File: config.mk
export PLATFORM = sky130hd
export DESIGN_NAME = inst_fetch
export DESIGN_NICKNAME = d
export VERILOG_FILES = /design/src/rtl/inst_fetch.sv
export SDC_FILE = /design/constraint.sdc
export NUM_CORES = 1
export LEC_CHECK = 0
export BUFFER_PORTS_ARGS = -buffer_cell sky130_fd_sc_hd__buf_2
export CAP_MARGIN = 25
export CORE_UTILIZATION = 50
export DETAILED_ROUTE_END_ITERATION = 6
export PLACE_DENSITY = 0.84
export SYNTH_ARGS = -nofsm -noshare
export SYNTH_HDL_FRONTEND = slang
export SYNTH_SLANG_ARGS = --single-unit
File: constraint.sdc
create_clock -name clk -period 5.6 [get_ports clk]
set_input_delay 0.28 -clock clk [delete_from_list [all_inputs] [get_ports clk]]
set_output_delay 0.28 -clock clk [all_outputs]
set_load 0.01 [all_outputs]
File: src/rtl/inst_fetch.sv
// ----------------------------------------------------------------------------
// inst_fetch
//   Fetch-side initiator for a combinational instruction ROM. Owns the PC,
//   drives ROM chip-enable/address, captures the returned word and queues
//   {pc, inst} pairs in a small FIFO toward decode (valid/ready handshake).
//   Handles stall, branch redirect (with FIFO flush) and misaligned-target halt.
//
// Ports
//   clk              in   1   system clock, rising edge
//   rst              in   1   synchronous reset, active-high
//   stall_i          in   1   hold PC, no new fetch
//   branch_flag_i    in   1   redirect pulse
//   branch_target_i  in   32  redirect address
//   rom_ce_o         out  1   ROM chip enable
//   rom_addr_o       out  32  ROM byte address (= PC)
//   rom_inst_i       in   32  ROM data, valid same cycle
//   if_valid_o       out  1   FIFO head valid
//   if_ready_i       in   1   decode accepts head
//   if_pc_o          out  32  head PC (0 when empty)
//   if_inst_o        out  32  head instruction (0 when empty)
//   misalign_o       out  1   sticky misaligned-redirect flag
// ----------------------------------------------------------------------------
module inst_fetch #(
    parameter logic [31:0] RESET_PC  = 32'h0000_0000,
    parameter int unsigned BUF_DEPTH = 2
) (
    input  logic        clk,
    input  logic        rst,
    input  logic        stall_i,
    input  logic        branch_flag_i,
    input  logic [31:0] branch_target_i,
    output logic        rom_ce_o,
    output logic [31:0] rom_addr_o,
    input  logic [31:0] rom_inst_i,
    output logic        if_valid_o,
    input  logic        if_ready_i,
    output logic [31:0] if_pc_o,
    output logic [31:0] if_inst_o,
    output logic        misalign_o
);

    localparam int unsigned PTR_W = (BUF_DEPTH > 1) ? $clog2(BUF_DEPTH) : 1;
    localparam int unsigned CNT_W = $clog2(BUF_DEPTH) + 1;
    localparam logic [CNT_W-1:0] DEPTH_C = CNT_W'(BUF_DEPTH);

    typedef enum logic [1:0] {
        StIdle,
        StRun,
        StHalt
    } state_t;

    state_t             r_state;
    logic [31:0]        r_pc;
    logic               r_rom_ce;
    logic               r_misalign;
    logic [CNT_W-1:0]   r_count;
    logic [PTR_W-1:0]   r_rd_ptr;
    logic [PTR_W-1:0]   r_wr_ptr;
    logic [31:0]        r_mem_pc   [BUF_DEPTH];
    logic [31:0]        r_mem_inst [BUF_DEPTH];

    logic               w_valid;
    logic               w_pop;
    logic               w_push;
    logic               w_flush;
    logic [CNT_W-1:0]   w_push_ext;
    logic [CNT_W-1:0]   w_pop_ext;

    always_comb begin
        w_valid    = (r_count != '0);
        w_pop      = w_valid & if_ready_i;
        w_flush    = (r_state == StRun) & branch_flag_i;
        // A full FIFO can still accept a word when the head leaves this cycle.
        w_push     = (r_state == StRun) & r_rom_ce & ~stall_i & ~branch_flag_i
                     & ((r_count < DEPTH_C) | w_pop);
        w_push_ext = {{(CNT_W-1){1'b0}}, w_push};
        w_pop_ext  = {{(CNT_W-1){1'b0}}, w_pop};
    end

    // Control state, PC and FIFO bookkeeping.
    always_ff @(posedge clk) begin
        if (rst) begin
            r_state    <= StIdle;
            r_pc       <= RESET_PC;
            r_rom_ce   <= 1'b0;
            r_misalign <= 1'b0;
            r_count    <= '0;
            r_rd_ptr   <= '0;
            r_wr_ptr   <= '0;
        end else begin
            unique case (r_state)
                StIdle: begin
                    r_state  <= StRun;
                    r_rom_ce <= 1'b1;
                end
                StRun: begin
                    if (branch_flag_i && (branch_target_i[1:0] != 2'b00)) begin
                        r_state    <= StHalt;
                        r_rom_ce   <= 1'b0;
                        r_misalign <= 1'b1;
                    end
                end
                StHalt: begin
                    r_rom_ce <= 1'b0;
                end
                default: begin
                    r_state  <= StIdle;
                    r_rom_ce <= 1'b0;
                end
            endcase

            if (w_flush) begin
                // Redirect discards every queued entry, including one popped now.
                r_pc     <= branch_target_i;
                r_count  <= '0;
                r_rd_ptr <= '0;
                r_wr_ptr <= '0;
            end else begin
                if (w_push) begin
                    r_pc     <= r_pc + 32'd4;
                    r_wr_ptr <= r_wr_ptr + PTR_W'(1);
                end
                if (w_pop) begin
                    r_rd_ptr <= r_rd_ptr + PTR_W'(1);
                end
                r_count <= r_count + w_push_ext - w_pop_ext;
            end
        end
    end

    // Storage needs no reset: entries are qualified by r_count.
    always_ff @(posedge clk) begin
        if (w_push) begin
            r_mem_pc[r_wr_ptr]   <= r_pc;
            r_mem_inst[r_wr_ptr] <= rom_inst_i;
        end
    end

    always_comb begin
        rom_ce_o   = r_rom_ce;
        rom_addr_o = r_pc;
        misalign_o = r_misalign;
        if_valid_o = w_valid;
        if_pc_o    = w_valid ? r_mem_pc[r_rd_ptr]   : 32'h0;
        if_inst_o  = w_valid ? r_mem_inst[r_rd_ptr] : 32'h0;
    end

endmodule

Word-level counts from Yosys, hierarchy flattened

Memory sizes are Yosys's and may differ from the RTL's. A register that Yosys moved wholly into a read port is not among the register bits.
Cells that the tools add are included.

Reduce and logical (&&, ||, !) cells: 8
Bitwise logic cells: 10
Mux-type cells: 14
Add/subtract/negate cells: 5
Magnitude comparators: 1
Equal/unequal tests: 3

Operators with widths:

| kind                    | number |
|---|---|
| $mux W32                | 4 |
| $add A32 B3 Y32 const B | 1 |
| $mux W1                 | 7 |
| $and A1 B1 Y1           | 6 |
| $pmux W2 S3             | 1 |
| $reduce_bool A2 Y1      | 3 |
| $reduce_and A2 Y1       | 2 |
| $not A1 Y1              | 3 |
| $add A1 B1 Y1 const B   | 2 |
| $add A2 B1 Y2           | 1 |
| $eq A2 B1 Y1 const B    | 1 |
| $eq A2 B2 Y1 const B    | 1 |
| $logic_not A2 Y1        | 1 |
| $lt A2 B2 Y1 const B    | 1 |
| $mux W2                 | 1 |
| $ne A2 B1 Y1 const B    | 1 |
| $pmux W1 S2             | 1 |
| $reduce_or A2 Y1        | 1 |
| $sub A2 B1 Y2           | 1 |
| $logic_and A1 B1 Y1     | 1 |
| $or A1 B1 Y1            | 1 |

Word-level logic and storage cells: 50
Bits in registers: 40
Bits in writable memories: 128
Input bits: 69
Memories: 2

Memories:

| name       | depth | width | rd ports | clocked after Yosys merged registers in | wr ports | line | text |
|---|---|---|---|---|---|---|---|
| r_mem_inst | 2     | 32    | 1        | 1                                       | 1        | 60   | `logic [31:0] r_mem_inst [BUF_DEPTH];` |
| r_mem_pc   | 2     | 32    | 1        | 1                                       | 1        | 59   | `logic [31:0] r_mem_pc [BUF_DEPTH];` |

Depth between registers and ports, before layout

Depth after elaboration: 7
Gate-level depth with buffers: 9
Mapped depth without buffers: 9

Worst setup path before layout

Ideal clock, no wire load.

Path type: register to register
Start: register r_state[1]
End: memory r_mem_inst[0][0], enable pin
Library setup time: 486 ps
Path slack: 1,542 ps
Stages on the path, launching flop included: 5
Data arrival time: 3,572 ps
Data required time: 5,114 ps
Buffers on the path: 0
Cell sequence: dfxtp_1 -> nor4b_2 -> and3_1 -> inv_2 -> nor2_1

Longest elaborated chain between the ends: 7

RTL lines:

| element                       | line | text |
|---|---|---|
| from (decl)                   | 52   | `state_t r_state;` |
| from (signal assigned)        | 83   | `r_state <= StIdle;` |
| from (signal assigned)        | 93   | `r_state <= StRun;` |
| from (signal assigned)        | 98   | `r_state <= StHalt;` |
| $eq A2 B1 Y1                  | 74   | `w_push = (r_state == StRun) & r_rom_ce & ~stall_i & ~branch_flag_i` |
| $and A1 B1 Y1 (3 in series)   | 74   |  |
| $and A1 B1 Y1                 | 75   | `& ((r_count < DEPTH_C) \| w_pop);` |
| $mux W1                       | 133  | `if (w_push) begin` |
| $mux W1 (not written as such) | 135  | `r_mem_inst[r_wr_ptr] <= rom_inst_i;` |
| to (decl)                     | 60   |  |

Every way passes these cells.

Final worst setup path

Start: register r_state[1]
End: memory r_mem_inst[0][18], enable pin

The elaborated chain is that of the path after synthesis.

==> results by stage <==
Die:
- The I/O pin count is 168.
- The core footprint is approximately 0.013 sq mm.
- Once the floorplan was initialized, standard cells occupied 51.8% of the core.
- The y dimension of the die is between 100 and 150 microns.
- The floorplan has 42 rows.
- The die outline width is approximately 120 microns.
- The total die area is roughly 0.014 sq mm.

Critical path:
- The worst setup path is launched from a flop.
- The critical path class is reg -> reg.
- Data on the critical path is required at its endpoint by 5.64 ns.
- Data on the critical path arrives at its endpoint at 2.80 ns.
- The top fanout value on the critical path is 52.
- The kind of end point of the critical path is a flop.

Clock tree:
- CTS saw approximately 170 sinks.
- The clock transition at the registers of the reported paths is 0.06 ns.
- The H-tree depth is 4.
- For the worst-skew pair, the clock arrives at the later sink with an insertion delay of 0.41 ns.
- The post-CTS repair timing setup buffer count is 0.
- The number of buffers inserted by hold repair at cts is 0.
- The clock tree from TritonCTS is built.
- The root buffer cell chosen for the clock tree is sky130_fd_sc_hd__clkbuf_16.
- The number of resized instances in the post-cts repair step is 0.
- The total clock buffers created by CTS is 17.
- The maximum buffer depth of the clock tree is 2.

Power and ir drop:
- For this design the static power due to leakage is 3.16 nW.
- VDD sags by at most 194 uV.
- In this run the power density over the cells is roughly 320 mW/mm^2.

Yosys:
- The proportion of register bits with asynchronous set or reset after synthesis is 0%.
- The cell count after synthesis came out at 530.
- The number of enable-type register cells in the synthesized netlist is approximately 130.
- By area the synthesized netlist is led by sky130_fd_sc_hd__edfxtp_1 (55%), sky130_fd_sc_hd__dfxtp_1 (12%), sky130_fd_sc_hd__mux2i_1 (9.5%), sky130_fd_sc_hd__nor2_1 (5.2%), sky130_fd_sc_hd__a211oi_1 (2.3%).
- Counting flops and latches in the post-synthesis netlist gives 169.
- In the synthesized netlist the dominant register cell turns out to be sky130_fd_sc_hd__edfxtp_1.
- The post-synthesis instance area is 0.00694 sq mm.
- The post-synthesis net count is 602.
- For this run, the number of Yosys warnings is 0.
- The cell type with the largest total area after synthesis is sky130_fd_sc_hd__edfxtp_1.
- The synthesized area divided by synthesized cell count is 13.1 sq um.
- The part of the Yosys area used for sequential elements is around two thirds.
- The top cell type by area accounts for 55.4% of the synthesized area.
- The count of cell types in the netlist is 42.

STA:
- The shortest clock period the worst path allows after layout is between 2 and 3 ns.
- The number of max-slew violations in the final report is 0.
- The final critical path takes up 49.3% of the cycle.
- The final-report setup violation count is 0.
- The hold violation count in the final report is 0.
- The accumulated negative setup slack is 0 ns.
- For the pin with the worst max-slew slack, the measured transition is ~0.8 ns.
- The tightest slew margin relative to the limit is 46.0%.
- Setup repair after global routing left no endpoint under its margin.
- For the final database, setup skew stands at 0.00979 ns.
- The highest achievable clock rate is approximately 360 MHz.

Route:
- The number of optimization iterations in the first detailed-route pass is 5.
- The number of vias in the routed layout is 4831.
- In this run the remaining antenna-violating nets after routing total 0.
- The total wirelength of the detailed-routed design is 15000 microns.
- In this run, the number of DRC markers left after iteration 0 of detailed routing was 350.
- The routed via count divided by cell count is 5.49.
- Dividing the detail-routed wire length by the instance count gives 17.1 microns.
- In the routed design, unresolved DRC markers number 0.

GRT:
- Entering global routing, the biggest net connects 65 pins.
- The first global-routing pass estimated 23200 microns of wire.
- For this run the aggregate overflow at the end of global routing stands at 0.
- The number of global-route vias before repair is 4601.
- The overall global routing resource usage is 21.2%.
- The number of antenna violations at the first check in global routing came to 0.

Placement:
- The half-perimeter wire length of the detailed placement result is 10000 microns.
- The final weighted congestion in routability-driven placement is 0.899.
- The count of buffers added on input and output ports is roughly 170.
- The placed standard-cell area is 0.00793 sq mm.

Final layout:
- 0 antenna diodes ended up in the layout.
- Summing all multi-input logic gate instances after layout gives approximately 0.0022 sq mm.
- The proportion of layout cells with a drive suffix above 1 is between 20% and 30%.
- The post-layout instance area is between 0.008 and 0.009 sq mm.
- The layout overhead on the synthesized area is 22.5%.
- The register cell area after layout is roughly 0.0047 sq mm.
- Leaving out fill and tap cells, the most frequent cells in the layout are sky130_fd_sc_hd__buf_2 (167), sky130_fd_sc_hd__edfxtp_1 (128), sky130_fd_sc_hd__nor2_1 (94), sky130_fd_sc_hd__mux2i_1 (66), sky130_fd_sc_hd__dfxtp_1 (40).
- The net count reported at finish is 763.
- The fill cell instance count of the final layout is 1028.
- The most common cell after layout, fill and taps aside is sky130_fd_sc_hd__buf_2.

Job:
- The reported max-cap violation count is 0.

Worst hold path:
- The worst min-delay path class is in -> reg.

Run status:
- The run finished with clean final reports.
[sequential cells by signal, indices dropped and copies added (netlist names), named ones only]
name,count
misalign_o,1
r_state,2
r_mem_pc,64
r_mem_inst,64
rom_addr_o,32
rom_ce_o,1
r_rd_ptr,1
r_count,2
r_wr_ptr,1
[routing by layer]
layer  wire length (microns)  track usage, %  up-vias
met5                       0               0        -
met4                     318            9.14        0
met3                    1010            4.52       26
met2                    7370            34.7      206
met1                    6340            27.3     2315
li1                        -               -     2284
[power breakdown]
| group | total, mW | switching, mW | internal, mW |
|---|---|---|---|
| registers | 1.42 | 0.0450 | 1.38 |
| clock network | 1.08 | 0.434 | 0.645 |
| logic | 0.219 | 0.125 | 0.0937 |
| total | 2.72 | 0.604 | 2.12 |
[critical path: stages (launching register included)]
cell and delay, ns:
sky130_fd_sc_hd__dfxtp_1 0.35, sky130_fd_sc_hd__nor4b_2 0.32, sky130_fd_sc_hd__and3_1 0.46, sky130_fd_sc_hd__inv_2 0.19
sky130_fd_sc_hd__nor2_4 0.38, sky130_fd_sc_hd__buf_4 0.65
[cells by family (layout without fill, tap and decap cells)]
| kind of cell | after synthesis | in the layout | share of synthesized area (%) |
|---|---|---|---|
| adder cells (fa/ha/maj) | 3 | 3 | 0.541 |
| XOR/XNOR | 25 | 25 | 3.15 |
| multiplexers | 67 | 67 | 9.68 |
| AND/OR/NAND/NOR | 189 | 189 | 13.0 |
| AO/OA/AOI/OAI | 43 | 43 | 4.49 |
| flip-flops | 169 | 169 | 67.2 |
| buffers and inverters | 34 | 208 | 1.93 |
[layout make-up]
class / instances / area share [%]
Clock buffer: 20 / 5.14
Clock inverter: 12 / 1.27
Inverter: 4 / 0.177
Multi-Input combinational cell: 327 / 25.4
Sequential cell: 169 / 54.9
Tap cell: 176 / 2.59
Timing Repair Buffer: 172 / 10.5
[stage by stage]
step	power [mW]	cells	setup slack, ns	hold slack, ns	utilization, %
floorplan	1.56	530	1.54	0.379	-
global placement	1.66	847	2.92	0.455	59.2
detailed placement	1.67	847	2.82	0.461	59.2
CTS	2.73	879	2.85	0.0474	63.2
global route	2.80	880	2.64	0.0448	63.4
finish	2.72	880	2.84	0.0587	63.4
[synthesized netlist by cell type, types with 2 or more instances]
cell type,n
sky130_fd_sc_hd__ha_1,3
sky130_fd_sc_hd__nor2b_1,2
sky130_fd_sc_hd__and2_1,6
sky130_fd_sc_hd__buf_1,7
sky130_fd_sc_hd__nand4_1,16
sky130_fd_sc_hd__o21ai_0,2
sky130_fd_sc_hd__nor2_1,96
sky130_fd_sc_hd__nand3_1,8
sky130_fd_sc_hd__o211ai_1,2
sky130_fd_sc_hd__inv_1,3
sky130_fd_sc_hd__a311oi_1,4
sky130_fd_sc_hd__xnor2_1,18
sky130_fd_sc_hd__edfxtp_1,128
sky130_fd_sc_hd__o31ai_1,3
sky130_fd_sc_hd__or4_1,4
sky130_fd_sc_hd__clkbuf_1,20
sky130_fd_sc_hd__a211oi_1,21
sky130_fd_sc_hd__and4_1,3
sky130_fd_sc_hd__nor3_1,10
sky130_fd_sc_hd__mux2i_1,66
sky130_fd_sc_hd__dfxtp_1,41
sky130_fd_sc_hd__xor2_1,7
sky130_fd_sc_hd__a31oi_1,2
sky130_fd_sc_hd__buf_2,2
sky130_fd_sc_hd__nor3b_1,2
sky130_fd_sc_hd__a21oi_1,5
sky130_fd_sc_hd__or3_1,3
sky130_fd_sc_hd__nand2_1,20
sky130_fd_sc_hd__nor4_1,8
sky130_fd_sc_hd__and3_1,6
[path summary, 6_finish.rpt]
path              cells past startpoint                 to            from  slack, ns
hold reg to reg                       2         misalign_o      misalign_o       0.48
setup reg to reg                      5  r_mem_inst[0][18]      r_state[1]       2.84
setup / recovery                      5  r_mem_inst[0][18]      r_state[1]       2.84
hold / removal                        1  r_mem_inst[0][19]  rom_inst_i[19]       0.06
(Power assumes the default switching activity.)
